===== config.mk =====
export PLATFORM = sky130hd
export DESIGN_NAME = riscv_retire_monitor
export DESIGN_NICKNAME = d
export VERILOG_FILES = /design/src/rtl/riscv_retire_monitor.sv
export SDC_FILE = /design/constraint.sdc
export NUM_CORES = 1
export LEC_CHECK = 0
export ABC_AREA = 0
export CAP_MARGIN = 30
export CORE_ASPECT_RATIO = 1.25
export CORE_MARGIN = 10
export CORE_UTILIZATION = 45
export DETAILED_ROUTE_END_ITERATION = 10
export GPL_ROUTABILITY_DRIVEN = 0
export PLACE_DENSITY = 0.81
export SETUP_SLACK_MARGIN = 0.4
export SLEW_MARGIN = 15
export SYNTH_ARGS = -nofsm -noshare
export SYNTH_HDL_FRONTEND = slang
export SYNTH_SLANG_ARGS = --single-unit

===== constraint.sdc =====
create_clock -name CLK -period 2.6 [get_ports CLK]
set_input_delay 0.39 -clock CLK [delete_from_list [all_inputs] [get_ports CLK]]
set_output_delay 0.39 -clock CLK [all_outputs]
set_load 0.05 [all_outputs]

===== src/rtl/riscv_retire_monitor.sv =====
// riscv_retire_monitor
// Writeback-end observer for the pipelined RISC-V core. It counts retired
// instructions and reports the architectural result of the last one. It
// also detects the halt pair (addi x1,x0,12 ; jalr x0,0(x1)) and keeps the
// cycle and bubble counters used for CPI reporting.
//
// Retirement interface: this block cannot stall the MW stage, so there is
// no ready. A record is taken on any rising edge where RET_VALID=1 and the
// monitor is not halted. When RET_VALID=0 every other RET_* input is a
// don't-care and is never looked at.
module riscv_retire_monitor #(
    parameter int          CNT_W    = 32,
    parameter logic [31:0] HALT_IR0 = 32'h00c00093,
    parameter logic [31:0] HALT_IR1 = 32'h00008067
) (
    input  logic             CLK,
    input  logic             RST,
    input  logic             RET_VALID,
    input  logic [31:0]      RET_IR,
    input  logic             RET_RF_WE,
    input  logic [31:0]      RET_WD,
    input  logic             RET_BR_TAKEN,
    input  logic [11:0]      RET_ST_ADDR,
    output logic [CNT_W-1:0] NUM_INST,
    output logic [31:0]      OUTPUT_PORT,
    output logic             HALT,
    output logic [CNT_W-1:0] CYCLE_CNT,
    output logic [CNT_W-1:0] BUBBLE_CNT
);

    localparam logic [6:0] OP_BRANCH = 7'b1100011;
    localparam logic [6:0] OP_STORE  = 7'b0100011;

    typedef enum logic [1:0] {
        RUN    = 2'd0,
        ARMED  = 2'd1,
        HALTED = 2'd2
    } state_t;

    state_t      state;
    state_t      state_next;
    logic        accept;
    logic        running;
    logic [31:0] out_next;
    logic [6:0]  opcode;
    logic [4:0]  rd;

    assign running = (state != HALTED);
    assign accept  = RET_VALID && running;
    assign opcode  = RET_IR[6:0];
    assign rd      = RET_IR[11:7];

    // Halt-pair detector next state; only accepted retirements move it
    always_comb begin
        state_next = state;
        if (accept) begin
            case (state)
                RUN: begin
                    if (RET_IR == HALT_IR0) state_next = ARMED;
                end
                ARMED: begin
                    if (RET_IR == HALT_IR1)      state_next = HALTED;
                    else if (RET_IR == HALT_IR0) state_next = ARMED;
                    else                         state_next = RUN;
                end
                default: state_next = state;
            endcase
        end
    end

    // Result selection: register write beats branch outcome beats store address
    always_comb begin
        out_next = OUTPUT_PORT;
        if (accept) begin
            if (RET_RF_WE && (rd != 5'd0)) begin
                out_next = RET_WD;
            end else if (opcode == OP_BRANCH) begin
                out_next = {31'b0, RET_BR_TAKEN};
            end else if (opcode == OP_STORE) begin
                out_next = {20'b0, RET_ST_ADDR};
            end
        end
    end

    // FSM state and the registered HALT flag that mirrors it
    always_ff @(posedge CLK) begin
        if (RST) begin
            state <= RUN;
            HALT  <= 1'b0;
        end else begin
            state <= state_next;
            HALT  <= (state_next == HALTED);
        end
    end

    // Retirement count and architectural result, frozen once halted
    always_ff @(posedge CLK) begin
        if (RST) begin
            NUM_INST    <= '0;
            OUTPUT_PORT <= 32'd0;
        end else if (accept) begin
            NUM_INST    <= NUM_INST + CNT_W'(1);
            OUTPUT_PORT <= out_next;
        end
    end

    // CPI counters: every running cycle, and the running cycles that were bubbles
    always_ff @(posedge CLK) begin
        if (RST) begin
            CYCLE_CNT  <= '0;
            BUBBLE_CNT <= '0;
        end else if (running) begin
            CYCLE_CNT <= CYCLE_CNT + CNT_W'(1);
            if (!RET_VALID) begin
                BUBBLE_CNT <= BUBBLE_CNT + CNT_W'(1);
            end
        end
    end

endmodule


==> impl_summary.txt <==
----------------------------------------------------
[Layout]
  Fill cell instance count of the final layout ... 960
  Number of nets in the layout ... 958
  Relative area change from synthesis to final layout ... 50.8%
  Final design area excluding fillers ... 8660 sq um
  Utilization of the core after routing ... 68.7%
  Antenna diode count ... 0
  Layout cell share with drive strength beyond 1 ... 7.01%

[Timing]
  Minimum clock period ... 2.13 ns
  Measured slew at the worst slew-check pin ... 0.721 ns
  Minimum hold slack ... 0.423 ns
  Final setup skew ... 0.00804 ns
  Setup repair after global routing missed its margin ... no
  Final count of pins violating max slew ... 0
  TNS Setup ... 0 ns
  Setup violation total in the final timing report ... 0
  Tcrit/Tclk final ... 81.9%
  Maximum clock frequency ... 0.470 GHz
  Slew Limit Headroom ... 51.9%
  Number of hold-slack violations in the final timing report ... 0

[Die]
  Cell row count ... 46
  Horizontal extent of the die ... 121 microns
  Ports ... 210
  Die outline height ... 146 microns
  Area of the core ... 12600 sq um
  Area enclosed by the die boundary ... 17700 sq um
  Initial core utilization ... 45.5%

[Critical path]
  Type of the worst setup path ... flop to primary output
  Crit-path max FO ... 5
  Delay contributed by the slowest stage of the critical path ... 0.89 ns
  Top cell family by delay on the critical path ... buffers and inverters
  Required time of the worst setup path ... 2.21 ns
  CP endpoint kind ... primary output
  Total buffers and inverters traversed by the critical path ... 1
  Type of origin of the critical path ... flop
  Critical path cell sequence ... clkdlybuf4s50_1
  Data arrival, critical path ... 1.74 ns
  Slowest cell on crit path ... clkdlybuf4s50_1

[Clock network]
  Longest Clk Path Bufs ... 2
  Later-pin clock latency in the skew report ... 0.41 ns
  TritonCTS Sinks ... 131
  CTS H-tree depth ... 4
  Clock tree from TritonCTS ... built
  Buffer cell driving the clock tree root ... clkbuf_16
  Post-CTS clock slew at the launch and capture registers of the worst setup and hold paths ... 0.06 ns
  Quantity of hold-fixing buffers added after cts ... 0
  Clock buffer count from CTS ... 17
  Post CTS Setup Buffer Count ... 0

[GRT]
  Global-route total usage across every layer ... 21.0%
  First-pass GRT wire length ... 30500 microns
  Overall overflow remaining after global route ... 0
  Vias in the first global route ... 5853
  Antenna violations before repair ... 0
  Maximum number of pins on one net before global-route repair ... 52

[Worst hold path]
  Class of the tightest hold or removal check ... input port to flop

[Drt]
  Iteration count of the initial detailed-routing pass ... 6
  DRC viols ... 0
  Number of design-rule violations left by the first detailed-router iteration ... 388
  Count of antenna-violating nets left after detailed routing ... 0
  Detailed Route WL ... 19200 microns
  Post-detailed-route via-to-cell ratio ... 5.49
  Via total after detailed routing ... 5775
  DR WL/cell ... 18.2 microns

[Synthesis]
  Netlist area before placement ... 5740 sq um
  Main area contributors after synthesis ... dfxtp_1, nor2_1, xnor2_1, xor2_1, nand4_1
  Number of nets produced by synthesis ... 747
  Area leader, netlist ... dfxtp_1
  Sequential fraction of the synthesis area ... 45.7%
  Count of cell types in the netlist ... 42
  Synth Area per Inst ... 8.66 sq um
  Number of register bits inferred by synthesis ... 131
  Post-Syn Instances ... 663
  Yosys synthesis warning count ... 0
  Share of Yosys cell area claimed by the top area cell type ... 45.7%

[Placement]
  Number of buffers inserted by port buffering ... 209
  Placed Instance Area ... 8070 sq um
  Placed wire-length estimate ... 14100 microns

[Pwr]
  Power Density ... 575 nW/um^2
  Static Leak ... 3.01 nW
  Worst IR Drop VDD ... 0.433 mV

[Status]
  Run status ... completed

[Job]
  Max cap viols ... 0

----------------------------------------------------
-- registers in the layout, summed over array words and instances, names as in the netlist --
| register | count |
|---|---|
| HALT | 1 |
| NUM_INST | 32 |
| OUTPUT_PORT | 32 |
| state | 2 |
| CYCLE_CNT | 32 |
| BUBBLE_CNT | 32 |
-- kinds of logic after synthesis --
kind of cell	after synthesis	synth area share (%)
AO/OA/AOI/OAI	63	7.59
XOR/XNOR	82	12.5
adder cells (fa/ha/maj)	3	0.654
flip-flops	131	45.7
multiplexers	3	0.567
AND/OR/NAND/NOR	335	29.8
buffers and inverters	46	3.16
-- per-layer routing --
| metal | vias up | wire length [microns] | global-route usage (%) |
|---|---|---|---|
| li1 | 2756 | - | - |
| met1 | 2773 | 7200 | 21.7 |
| met2 | 219 | 9870 | 37.4 |
| met3 | 27 | 1640 | 8.02 |
| met4 | 0 | 440 | 7.62 |
| met5 | - | 0 | 0 |
-- per-stage QoR --
stage | power [W] | setup slack, ns | std cells
2_1_floorplan | 0.00237 | 0.434 | 663
3_3_place_gp | 0.00262 | 0.108 | 1023
3_5_place_dp | 0.00263 | 0.0805 | 1023
4_1_cts | 0.00500 | 0.453 | 1052
5_1_grt | 0.00513 | 0.400 | 1052
6_report | 0.00498 | 0.472 | 1052
-- final timing paths --
path | from | to | slack, ns | cells after the start
max | NUM_INST[0] | NUM_INST[0] | 0.47 | 1
min | RST | NUM_INST[18] | 0.42 | 2
max reg2reg | CYCLE_CNT[0] | CYCLE_CNT[24] | 0.59 | 6
min reg2reg | OUTPUT_PORT[0] | OUTPUT_PORT[0] | 0.46 | 2
-- layout by cell type (no fill, tap or decap), types with 10 or more instances in the layout --
cell type	count
clkdlybuf4s50_1	208
dfxtp_1	131
nor2_1	121
xnor2_1	43
nand2_1	41
xor2_1	39
nand4_1	30
nor4_1	27
nand3_1	24
nor3_1	23
a22oi_1	20
buf_4	19
and3_1	18
clkbuf_16	17
a21oi_1	15
and4_1	13
o21ai_0	12
or3_1	11
a221oi_1	11
inv_1	10
-- report_power, final --
group          internal (W)  switching, W  leakage [nW]
clock               0.00152      0.000866         0.282
combinational      0.000226      0.000287          1.66
sequential          0.00205     0.0000318          1.06
-- Yosys cell counts (all sizes together) --
cell / n
a2111oi: 1
nor4: 29
and3: 18
or4: 2
xor2: 39
o21ai: 12
a22oi: 20
nor2: 121
mux2i: 1
a31o: 1
nor2b: 5
clkbuf: 31
nand3: 24
inv: 10
o32ai: 1
nor3b: 1
ha: 3
nand4: 31
dfxtp: 131
or4b: 2
or3: 11
nor4b: 2
a21oi: 15
xnor2: 43
and4: 14
and2: 4
buf: 5
nor3: 25
mux2: 2
o211ai: 1
nand2b: 3
nand2: 41
or2: 1
nor4bb: 1
a31oi: 1
a221oi: 11
-- timing repair --
item / CTS / global route
endpoints found under the hold margin: 0 / 0
gates resized for setup: 0 / 2
setup endpoints to repair: 0 / 1
-- layout make-up --
class | instances | area [sq um] | share of cell area (%)
tap | 168 | 210 | 2.43
clock buffer | 20 | 447 | 5.16
sequential | 131 | 2620 | 30.3
inverter | 10 | 37.5 | 0.434
multi-input combinational | 486 | 2960 | 34.2
clock inverter | 9 | 134 | 1.55
timing repair buffer | 228 | 2240 | 25.9
Note: power is estimated with default switching activity, not from simulation.
